==> src/rtl/stdp_pulse_gen.sv <==
// STDP pulse generator: records the first pre/post spike times in each gamma window and
// issues a single saturating inc or dec pulse to the downstream weight counter.
module stdp_pulse_gen #(
    parameter int unsigned WIDTH     = 3,
    parameter int unsigned GAMMA_LEN = 8
) (
    input  logic             clk,
    input  logic             rst,
    input  logic             gamma_start,
    input  logic             in_spike,
    input  logic             out_spike,
    input  logic [WIDTH-1:0] weight,
    output logic             inc,
    output logic             dec,
    output logic             busy
);

    localparam int unsigned TW = $clog2(GAMMA_LEN);
    localparam logic [TW-1:0]    LAST_TIME = TW'(GAMMA_LEN - 1);
    localparam logic [WIDTH-1:0] WMAX      = '1;

    typedef enum logic [1:0] {IDLE, OBSERVE, DECIDE, EMIT} state_t;

    state_t          state, state_n;
    logic [TW-1:0]   timer, timer_n;
    logic            in_seen, in_seen_n;
    logic            out_seen, out_seen_n;
    logic [TW-1:0]   t_in, t_in_n;
    logic [TW-1:0]   t_out, t_out_n;
    logic            inc_n, dec_n, busy_n;

    logic            capture;
    logic [TW-1:0]   cur_time;
    logic            in_armed, out_armed;
    logic            want_inc, want_dec;

    // State and datapath registers
    always_ff @(posedge clk or posedge rst) begin
        if (rst) begin
            state    <= IDLE;
            timer    <= '0;
            in_seen  <= 1'b0;
            out_seen <= 1'b0;
            t_in     <= '0;
            t_out    <= '0;
            inc      <= 1'b0;
            dec      <= 1'b0;
            busy     <= 1'b0;
        end else begin
            state    <= state_n;
            timer    <= timer_n;
            in_seen  <= in_seen_n;
            out_seen <= out_seen_n;
            t_in     <= t_in_n;
            t_out    <= t_out_n;
            inc      <= inc_n;
            dec      <= dec_n;
            busy     <= busy_n;
        end
    end

    // Next state, spike capture and STDP decision
    always_comb begin
        state_n    = state;
        timer_n    = timer;
        in_seen_n  = in_seen;
        out_seen_n = out_seen;
        t_in_n     = t_in;
        t_out_n    = t_out;
        inc_n      = 1'b0;
        dec_n      = 1'b0;

        // gamma_start always opens a fresh window at time 0, whatever the state
        capture   = gamma_start || (state == OBSERVE);
        cur_time  = gamma_start ? '0 : timer;
        in_armed  = gamma_start ? 1'b1 : !in_seen;
        out_armed = gamma_start ? 1'b1 : !out_seen;

        if (gamma_start) begin
            in_seen_n  = 1'b0;
            out_seen_n = 1'b0;
            t_in_n     = '0;
            t_out_n    = '0;
        end
        if (capture && in_spike && in_armed) begin
            in_seen_n = 1'b1;
            t_in_n    = cur_time;
        end
        if (capture && out_spike && out_armed) begin
            out_seen_n = 1'b1;
            t_out_n    = cur_time;
        end

        want_inc = in_seen && (!out_seen || (t_in <= t_out));
        want_dec = out_seen && (!in_seen || (t_in > t_out));

        if (gamma_start) begin
            state_n = OBSERVE;
            timer_n = TW'(1);
        end else begin
            case (state)
                IDLE: begin
                    timer_n = '0;
                end
                OBSERVE: begin
                    if (timer == LAST_TIME) begin
                        state_n = DECIDE;
                    end else begin
                        timer_n = timer + TW'(1);
                    end
                end
                DECIDE: begin
                    state_n = EMIT;
                    inc_n   = want_inc && (weight != WMAX);
                    dec_n   = want_dec && (weight != '0);
                end
                EMIT: begin
                    state_n = IDLE;
                    timer_n = '0;
                end
                default: begin
                    state_n = IDLE;
                    timer_n = '0;
                end
            endcase
        end

        busy_n = (state_n != IDLE);
    end

endmodule
==> config.mk <==
export PLATFORM = sky130hd
export DESIGN_NAME = stdp_pulse_gen
export DESIGN_NICKNAME = d
export VERILOG_FILES = /design/src/rtl/stdp_pulse_gen.sv
export SDC_FILE = /design/constraint.sdc
export NUM_CORES = 1
export LEC_CHECK = 0
export CELL_PAD_IN_SITES_DETAIL_PLACEMENT = 1
export CELL_PAD_IN_SITES_GLOBAL_PLACEMENT = 2
export CORE_MARGIN = 2
export CORE_UTILIZATION = 34
export CTS_CLUSTER_DIAMETER = 150
export DETAILED_ROUTE_END_ITERATION = 8
export GPL_ROUTABILITY_DRIVEN = 0
export GPL_TIMING_DRIVEN = 0
export PLACE_DENSITY_LB_ADDON = 0.12
export SYNTH_ARGS = -nofsm -noshare
export SYNTH_HDL_FRONTEND = slang
export SYNTH_SLANG_ARGS = --single-unit
export TNS_END_PERCENT = 100
==> constraint.sdc <==
create_clock -name clk -period 1.8 [get_ports clk]
set_input_delay 0.27 -clock clk [delete_from_list [all_inputs] [get_ports clk]]
set_output_delay 0.27 -clock clk [all_outputs]
set_load 0.005 [all_outputs]
## Yosys cells after proc, flatten, opt, wreduce, memory -nomap -nowiden

Index checks and enable logic that the tools add are counted.

- Input bits: 8
- Word-level logic and storage cells: 58
- Output and inout bits: 3
- Bits in registers: 16

- $add $sub $neg: 1
- Multiplexer cells: 19
- Reductions and logical operators: 21
- Order comparisons: 2
- Eq/ne operators: 6

Operator list:

| cell | count |
|---|---|
| $mux 3 | 6 |
| $mux 1 | 9 |
| $logic_and 1x1->1 | 8 |
| $ne 3x3->1 const B | 2 |
| $pmux 2 s3 | 1 |
| $pmux 3 s2 | 1 |
| $reduce_bool 2->1 | 3 |
| $reduce_bool 3->1 | 2 |
| $eq 2x2->1 const B | 2 |
| $mux 2 | 2 |
| $add 3x1->3 const B | 1 |
| $eq 3x3->1 const B | 1 |
| $gt 3x3->1 | 1 |
| $le 3x3->1 | 1 |
| $logic_or 1x1->1 | 3 |
| $eq 2x1->1 const B | 1 |
| $logic_not 1->1 | 2 |
| $logic_not 2->1 | 1 |
| $reduce_and 2->1 | 1 |
| $reduce_or 2->1 | 1 |

## Logic depth before layout (Yosys ltp)

Gate-level depths: netlist of the first run.

- Word-level depth: 6
- Mapped depth: 6
- Mapped depth without buffers: 5

## Worst setup path after synthesis of the first run

Ideal clock, no wire load.

- Path type: register to register
- From: reg timer[0]
- To: reg timer[0]
- Data arrival time: 1382 ps
- Slack: 292 ps
- Data required time: 1674 ps
- Path buffers: 0
- Period minus slack after synthesis: 1508 ps
- Stages on the path, launching flop included: 5
- Library setup time: 126 ps
- Cells stage by stage: dfrtp_1 -> ha_1 -> ha_1 -> or2b_1 -> a311o_1

- Word-level cells in the longest chain between the ends: 4
- Elaborated cells on any way between the ends: 7
- Those cells by class: add/sub (1); eq/ne (2); mux (3); reduce/logical (1)

Ends and longest elaborated chain:

| item | RTL line | RTL |
|---|---|---|
| start, declared | 25 | `logic [TW-1:0] timer, timer_n;` |
| start signal, assigned | 51 | `timer <= timer_n;` |
| $add 3x1->3 | 109 | `timer_n = timer + TW'(1);` |
| $mux 3 | 106 | `if (timer == LAST_TIME) begin` |
| $pmux 3 s2 | 101 | `case (state)` |
| $mux 3 | 97 | `if (gamma_start) begin` |

Several ways; a longest one is shown, not always the timed one. The select of a mux whose other input is x is not followed.
A chain may end at the register's enable or synchronous reset.

## Final worst setup path of the first run

Ends and elaborated chain as after synthesis.

==> out/results.ini, run 1 <==
[clock_tree]
hold_buffers=0
htreeDepth=1
clk_path_buf_depth=2
numClockSinks=16
clock_latency_ps=280
cts_setup_buffers=0
cts_resized=0
clock-root-buffer=clkbuf_4
cts_tree=yes
clk_pin_slew_ps=90
cts_inserted_buffers=3

[logic_synthesis]
synth_top_area_share=0.475
synthArstFlopShare=1.00
yosys-top-cells-area=dfrtp_1 (47%), ha_1 (10%), mux2i_1 (7.1%)
synth_edf_count=0
yosys.cell_types.count=27
yosys_most_used_dff=dfrtp_1
synthCells=79
yosysTopAreaCell=dfrtp_1
synth.most_common_cell=dfrtp_1
syn_nets=94
synth_area_sq_um=843
ys_warn_count=0
seq_area_frac_synth=0.475
synth_seq_cells=16
syn_avg_cell_area_sq_um=10.7
synth_common_cells=dfrtp_1 (16), inv_1 (9), ha_1 (7), mux2i_1 (6), nor2_1 (6)

[worst_setup_path]
critPathLaunchType=register
crit_type=register to register
crit_path_end_kind=register
worstPathCellList=ha_1, ha_1, or2b_1, a311o_1
crit_fanout=5
path_common_cell=ha_1
cp_slowest_cell=dfrtp_1
required_ps=1970
slowest_delay_ps=440
crit_arrival_ps=1790

[cells_and_area]
fin_area_sq_um=1000
diodes=0
fill_cells=281
synthToLayoutAreaGrowth_pct=19.0
nNetsFinal=109
final_layout_size_suffix_gt1_frac=0.0761
finish.cell_count_without_fillers=122

[placed_design]
pre_cts_ws_ps=181
placedInstanceArea_sq_um=981
place_hpwl_mm=1.33
portBuffers=10
dp_cells=119

[pwr]
ir_drop_mv=0.491
p_leak_nw=0.503
finalPower_mw=1.14
power_per_cell_area_nw_per_um2=1130

[timing]
setup_viol=0
fin_ws_ps=179
fin_skew_ps=0.949
rsz0062_at_grt=false
fin_crit_sh=0.901
slew-limit-headroom=0.583
max_freq_mhz=617
tns_ps=0
slew_violations=0
period_minus_slack_ps=1620
hold_viol=0
worst_pin_slew_ps=624

[global_route]
grt_pass1_vias=507
antenna_found_initial=0
grt_max_degree=17
grt-ovfl-total=0
grt_first_pass_wirelength_mm=2.60
grt_usage=0.130

[drt]
viasPerCell=5.05
wirelength_mm=1.67
avgRoutedWirePerCell_um=13.7
ant_nets=0
firstDrtPassIters=2
num_vias=616
drc_errors=0
drtIter0Drc=1

[floorplan]
die_area_sq_um=2890
design.core.area_sq_um=2410
start_util=0.350
fp.dieW_um=53.8
die_height_um=53.8
rows=18
ios=11

[job]
max_cap_violations=0

[outcome]
outcome=finished clean

[min_path]
hold_path_class=input pin to async pin

-- layout by cell type (no fill, tap or decap), types with 2 or more instances in the layout --
cell | synthesis | final
nor2_1 | 6 | 6
inv_1 | 9 | 9
clkbuf_4 | 0 | 3
nor3_1 | 2 | 2
clkdlybuf4s50_1 | 0 | 10
dfrtp_1 | 16 | 16
mux2i_1 | 6 | 6
nand3b_1 | 3 | 3
nand3_1 | 4 | 4
ha_1 | 7 | 7
o21ai_0 | 5 | 5
a21oi_1 | 4 | 4
-- cells by family (layout without fill, tap and decap cells) --
| kind of cell | Yosys count | in the layout | synth area share |
|---|---|---|---|
| adder cells (fa/ha/maj) | 7 | 7 | 0.104 |
| AND/OR/NAND/NOR | 24 | 24 | 0.174 |
| AO/OA/AOI/OAI | 15 | 15 | 0.119 |
| multiplexers | 6 | 6 | 0.0712 |
| buffers and inverters | 11 | 24 | 0.0579 |
| flip-flops | 16 | 16 | 0.475 |
-- where the power goes --
group / internal [mW] / switching (mW)
sequential: 0.432 / 0.0701
combinational: 0.239 / 0.208
clock: 0.0775 / 0.113
total: 0.748 / 0.391
-- per-layer routing --
| metal | share of wire | track usage | wire, um | vias up |
|---|---|---|---|---|
| li1 | - | - | - | 303 |
| met3 | 0.032 | 0.0250 | 54 | 2 |
| met2 | 0.48 | 0.189 | 794 | 9 |
| met4 | 0.011 | 0.0641 | 18 | 0 |
| met1 | 0.48 | 0.183 | 799 | 302 |
| met5 | 0 | 0 | 0 | - |
-- area by class of cell --
type,count,area [sq um],area share
Clock buffer,3,22.5,0.0224
Inverter,9,33.8,0.0337
Tap cell,30,37.5,0.0374
Timing Repair Buffer,10,100,0.0998
Buffer,2,15.0,0.0150
Sequential cell,16,400,0.399
Multi-Input combinational cell,52,394,0.393
-- metrics by stage --
step	util	hold WS, ps
floorplan	-	184
global placement	0.407	488
detailed placement	0.407	495
CTS	0.416	389
global route	0.416	427
finish	0.416	360
-- final timing paths --
path                                   endpoint  slack [ps]  cells past startpoint                 start
setup / recovery           timer[0]$_DFFE_PP0P_         180                      4  timer[0]$_DFFE_PP0P_
hold / removal                   busy$_DFF_PP0_         360                      2                   rst
setup reg to reg           timer[0]$_DFFE_PP0P_         180                      4  timer[0]$_DFFE_PP0P_
hold reg to reg                   dec$_DFF_PP0_         510                      1   in_seen$_DFFE_PP0P_
max in group asynchronous   t_in[2]$_DFFE_PP0P_        1040                      2                   rst
min in group clk                  dec$_DFF_PP0_         510                      1   in_seen$_DFFE_PP0P_
-- flip-flops by register name, indices dropped and copies added (netlist names) --
signal,flops
timer,3
in_seen,1
dec,1
busy,1
t_out,3
out_seen,1
t_in,3
state,2
inc,1
-- critical path, delay by kind of cell, from the launching register on --
family	cells	cell delay [ps]
compound gates	1	310
flops	1	440
fa+ha+maj	2	490
simple gates	1	280
(Power assumes the default switching activity.)
==> inputs of run 2 (changes only) <==
- CORE_ASPECT_RATIO: not set -> 1.2
- CTS_CLUSTER_SIZE: not set -> 14
==> run 2 against run 1 <==
Against the previous run:
- final area rose by 0.12%
- register-to-register slack barely moved
- worst hold slack got worse by 2.5 ps
- non-clock buffer count did not move
- fmax fell by 0.77%
- clock power fell by 5%
- largest cell class unchanged
==> out/results.ini, run 2 (synthesized netlist as in run 1, its figures left out) <==
[timing]
setup_viol=0
slew-limit-headroom=0.595
max_freq_mhz=612
slew_violations=0
fin_skew_ps=0.559
worst_pin_slew_ps=607
fin_crit_sh=0.908
tns_ps=0
period_minus_slack_ps=1630
rsz0062_at_grt=false
hold_viol=0

[floorplan]
fp.dieW_um=49.5
die_area_sq_um=2900
start_util=0.362
die_height_um=58.6
rows=19
design.core.area_sq_um=2330
ios=11

[worst_setup_path]
reg2reg_to=timer[0]$_DFFE_PP0P_
crit_fanout=5
endpoint=timer[0]$_DFFE_PP0P_
crit_type=register to register
r2r_slack_ps=170
required_ps=1970
worstReg2RegStart=timer[0]$_DFFE_PP0P_
crit_arrival_ps=1800
worstRegToRegCells=4
critPathLaunchType=register
crit_path_start=timer[0]$_DFFE_PP0P_
crit_path_end_kind=register

[cells_and_area]
diodes=0
final_cell_mix=dfrtp_1 (16), clkdlybuf4s50_1 (10), inv_1 (9), ha_1 (7)
final_common_cell=dfrtp_1
top_regs=t_in (3), t_out (3), timer (3)
final_layout_size_suffix_gt1_frac=0.0761
finish.cell_count_without_fillers=123
synthToLayoutAreaGrowth_pct=19.1
nNetsFinal=109
fill_cells=287

[clock_tree]
hold_buffers=0
clock-root-buffer=clkbuf_4
cts_inserted_buffers=3
clk_pin_slew_ps=90
htreeDepth=1
clk_path_buf_depth=2
cts_resized=0
cts_setup_buffers=0
numClockSinks=16
cts_tree=yes
clock_latency_ps=270

[placed_design]
place_hpwl_mm=1.29
portBuffers=10
dp_cells=120

[drt]
firstDrtPassIters=2
avgRoutedWirePerCell_um=13.3
wirelength_mm=1.63
drc_errors=0
drtIter0Drc=3
viasPerCell=5.01
ant_nets=0
num_vias=616

[pwr]
p_leak_nw=0.503
power_per_cell_area_nw_per_um2=1120
ir_drop_mv=0.645

[global_route]
grt_util_met2=0.236
grt_usage=0.136
grt_max_degree=17
grt_pass1_vias=653
grt-busiest-layer=met2
grt_first_pass_wirelength_mm=2.97
antenna_found_initial=0
grt.met1_usage=0.160
grt-ovfl-total=0
grt_use_met3=0.0178

[min_path]
hold_path_class=input pin to async pin

[job]
max_cap_violations=0

[outcome]
outcome=finished clean

==> run 2: cell counts in the layout (fill, tap and decap cells not counted) <==
No cell type changed its count.
==> run 2: where the power goes <==
part	switching (mW)	internal (mW)
clock	0.102	0.0774
sequential	0.0741	0.432
combinational	0.205	0.240
==> run 2: layout make-up <==
type | instances | area, sq um | area share
clock buffer | 3 | 22.5 | 0.0224
buffer | 2 | 15.0 | 0.0149
multi-input combinational | 52 | 394 | 0.392
inverter | 9 | 33.8 | 0.0336
sequential | 16 | 400 | 0.399
tap | 31 | 38.8 | 0.0386
timing repair buffer | 10 | 100 | 0.0996
==> run 2: layer usage <==
metal  vias up  share of wire
met3         2          0.017
met2         8           0.51
met4         0          0.017
met5         -              0
li1        301              -
met1       305           0.46
==> run 2: worst min path at each step <==
stage,startpoint,to,slack (ps),cells after the start
4_1_cts,rst,t_out[0]$_DFFE_PP0P_,380,2
2_1_floorplan,rst,busy$_DFF_PP0_,180,1
5_1_grt,rst,state[1]$_DFF_PP0_,440,2
3_5_place_dp,in_seen$_DFFE_PP0P_,dec$_DFF_PP0_,500,1
6_report,rst,busy$_DFF_PP0_,360,2
3_3_place_gp,in_seen$_DFFE_PP0P_,dec$_DFF_PP0_,490,1
==> run 2: metrics by stage <==
| stage | hold slack (ps) | cell area, sq um | util | setup slack (ps) | power [mW] |
|---|---|---|---|---|---|
| after global placement | 488 | 982 | 0.422 | 201 | 0.950 |
| after CTS | 380 | 1000 | 0.431 | 143 | 1.16 |
| final | 358 | 1000 | 0.431 | 166 | 1.13 |
| after global routing | 443 | 1000 | 0.431 | 89.7 | 1.23 |
| after floorplan | 184 | 843 | - | 292 | 0.834 |
| after detailed placement | 502 | 982 | 0.422 | 166 | 0.970 |
==> run 2: critical path, cell delays in order (launching register included) <==
cell and delay [ps]:
dfrtp_1 440, ha_1 230, ha_1 260, or2b_1 280, a311o_1 310
==> inputs of run 3 (changes only) <==
- CORE_ASPECT_RATIO: 1.2 -> not set
- CORE_UTILIZATION: 34 -> 39
- CTS_BUF_LIST: not set -> sky130_fd_sc_hd__clkbuf_2 sky130_fd_sc_hd__clkbuf_4 sky130_fd_sc_hd__clkbuf_8
- clock period: 1.8 -> 2.11 ns (I/O delays scaled with it)
==> run 3 against run 2 <==
Against the previous run:
- worst setup slack better by 260 ps
- highest routed layer unchanged
- die area is 12% lower
- routed wire length grew 6.2%
- combinational power decreased by 12%
- count of clock-buffer cells in the layout did not move
- non-clock buffer count stayed put
- critical path depth unchanged
- power decreased by 14%
==> out/results.ini, run 3 (synthesized netlist as in run 1, its figures left out) <==
[global_route]
grt-ovfl-total=0
grt_max_degree=17
antenna_found_initial=0
grt_pass1_vias=631
grt_usage=0.161
grt_first_pass_wirelength_mm=3.04

[floorplan]
ios=11
design.core.area_sq_um=2000
die_area_sq_um=2550
fp.dieW_um=50.5
die_height_um=50.5
rows=16
start_util=0.421

[worst_setup_path]
path_common_cell=ha_1
crit_type=register to register
required_ps=2270
cp_slowest_cell=dfrtp_1
critPathLaunchType=register
worstPathCellList=ha_1, ha_1, or2b_1, a311o_1
crit_fanout=5
slowest_delay_ps=450
crit_arrival_ps=1840
crit_path_end_kind=register

[timing]
setup_viol=0
slew_violations=0
fin_crit_sh=0.796
fin_skew_ps=2.65
worst_pin_slew_ps=606
tns_ps=0
period_minus_slack_ps=1680
slew-limit-headroom=0.596
rsz0062_at_grt=false
whs_ps=432
hold_viol=0
max_freq_mhz=595

[clock_tree]
htreeDepth=1
clock_latency_ps=270
cts_setup_buffers=0
cts_inserted_buffers=3
cts_resized=0
numClockSinks=16
clock-root-buffer=clkbuf_4
hold_buffers=0
clk_path_buf_depth=2
cts_tree=yes
clk_pin_slew_ps=90

[drt]
topRoutingLayerUsed=met4
num_vias=606
viasPerCell=5.09
firstDrtPassIters=1
drc_errors=0
ant_nets=0
avgRoutedWirePerCell_um=14.6
wl_met1_um=755
wl_met3_um=52
wl_met2_um=907
wirelength_mm=1.74
drtIter0Drc=0

[cells_and_area]
final_common_cell=dfrtp_1
final_util=0.499
top_regs=t_in (3), t_out (3), timer (3)
finish.cell_count_without_fillers=119
nNetsFinal=109
final_cell_mix=dfrtp_1 (16), clkdlybuf4s50_1 (10), inv_1 (9), ha_1 (7)
fill_cells=226
final_layout_size_suffix_gt1_frac=0.0761
synthToLayoutAreaGrowth_pct=18.5
diodes=0

[outcome]
outcome=finished clean

[placed_design]
portBuffers=10
dp_cells=116
place_hpwl_mm=1.37

[pwr]
p_leak_nw=0.503
ir_drop_mv=0.580
power_per_cell_area_nw_per_um2=976

[job]
max_cap_violations=0

[min_path]
hold_path_class=input pin to async pin

run 3: area by class of cell:
type                    count  area, sq um  share of cell area
well taps                  27         33.8              0.0338
flip-flops and latches     16          400               0.401
repair buffers             10          100               0.100
multi-input cells          52          394               0.394
plain buffers               2         15.0              0.0150
clock buffers               3         22.5              0.0225
inverters                   9         33.8              0.0338
run 3: power by group:
part,internal [mW],leakage (nW),switching (mW)
Sequential,0.368,0.203,0.0643
Clock,0.0660,0.0138,0.0867
Combinational,0.206,0.286,0.185
run 3: path summary, 6_finish.rpt:
check,slack [ps],depth (start not counted),startpoint,end
worst max register to register,430,4,timer[0]$_DFFE_PP0P_,timer[0]$_DFFE_PP0P_
worst min register to register,510,1,in_seen$_DFFE_PP0P_,dec$_DFF_PP0_
worst min-delay path,430,2,rst,inc$_DFF_PP0_
worst max-delay path,430,4,timer[0]$_DFFE_PP0P_,timer[0]$_DFFE_PP0P_
min in group clk,510,1,in_seen$_DFFE_PP0P_,dec$_DFF_PP0_
max in group asynchronous,1280,2,rst,timer[2]$_DFFE_PP0P_
run 3: metrics by stage:
stage / cell area [sq um] / total power, mW / worst slack, ps
final: 1000 / 0.976 / 430
after global routing: 1000 / 1.06 / 378
after CTS: 1000 / 0.992 / 425
after detailed placement: 977 / 0.837 / 443
after global placement: 977 / 0.808 / 477
after floorplan: 843 / 0.712 / 602
run 3: routing by layer:
metal  GRT usage  vias up
met5           0        -
met4      0.0811        0
met3      0.0149        2
met2       0.281        8
met1       0.197      294
li1            -      302
run 3: critical path: cells and delay by family (launching register included):
kind / cells / cell delay [ps]
AOI/OAI and AO/OA: 1 / 330
adders and majority gates: 2 / 500
and+or+nand+nor: 1 / 290
DFF: 1 / 450
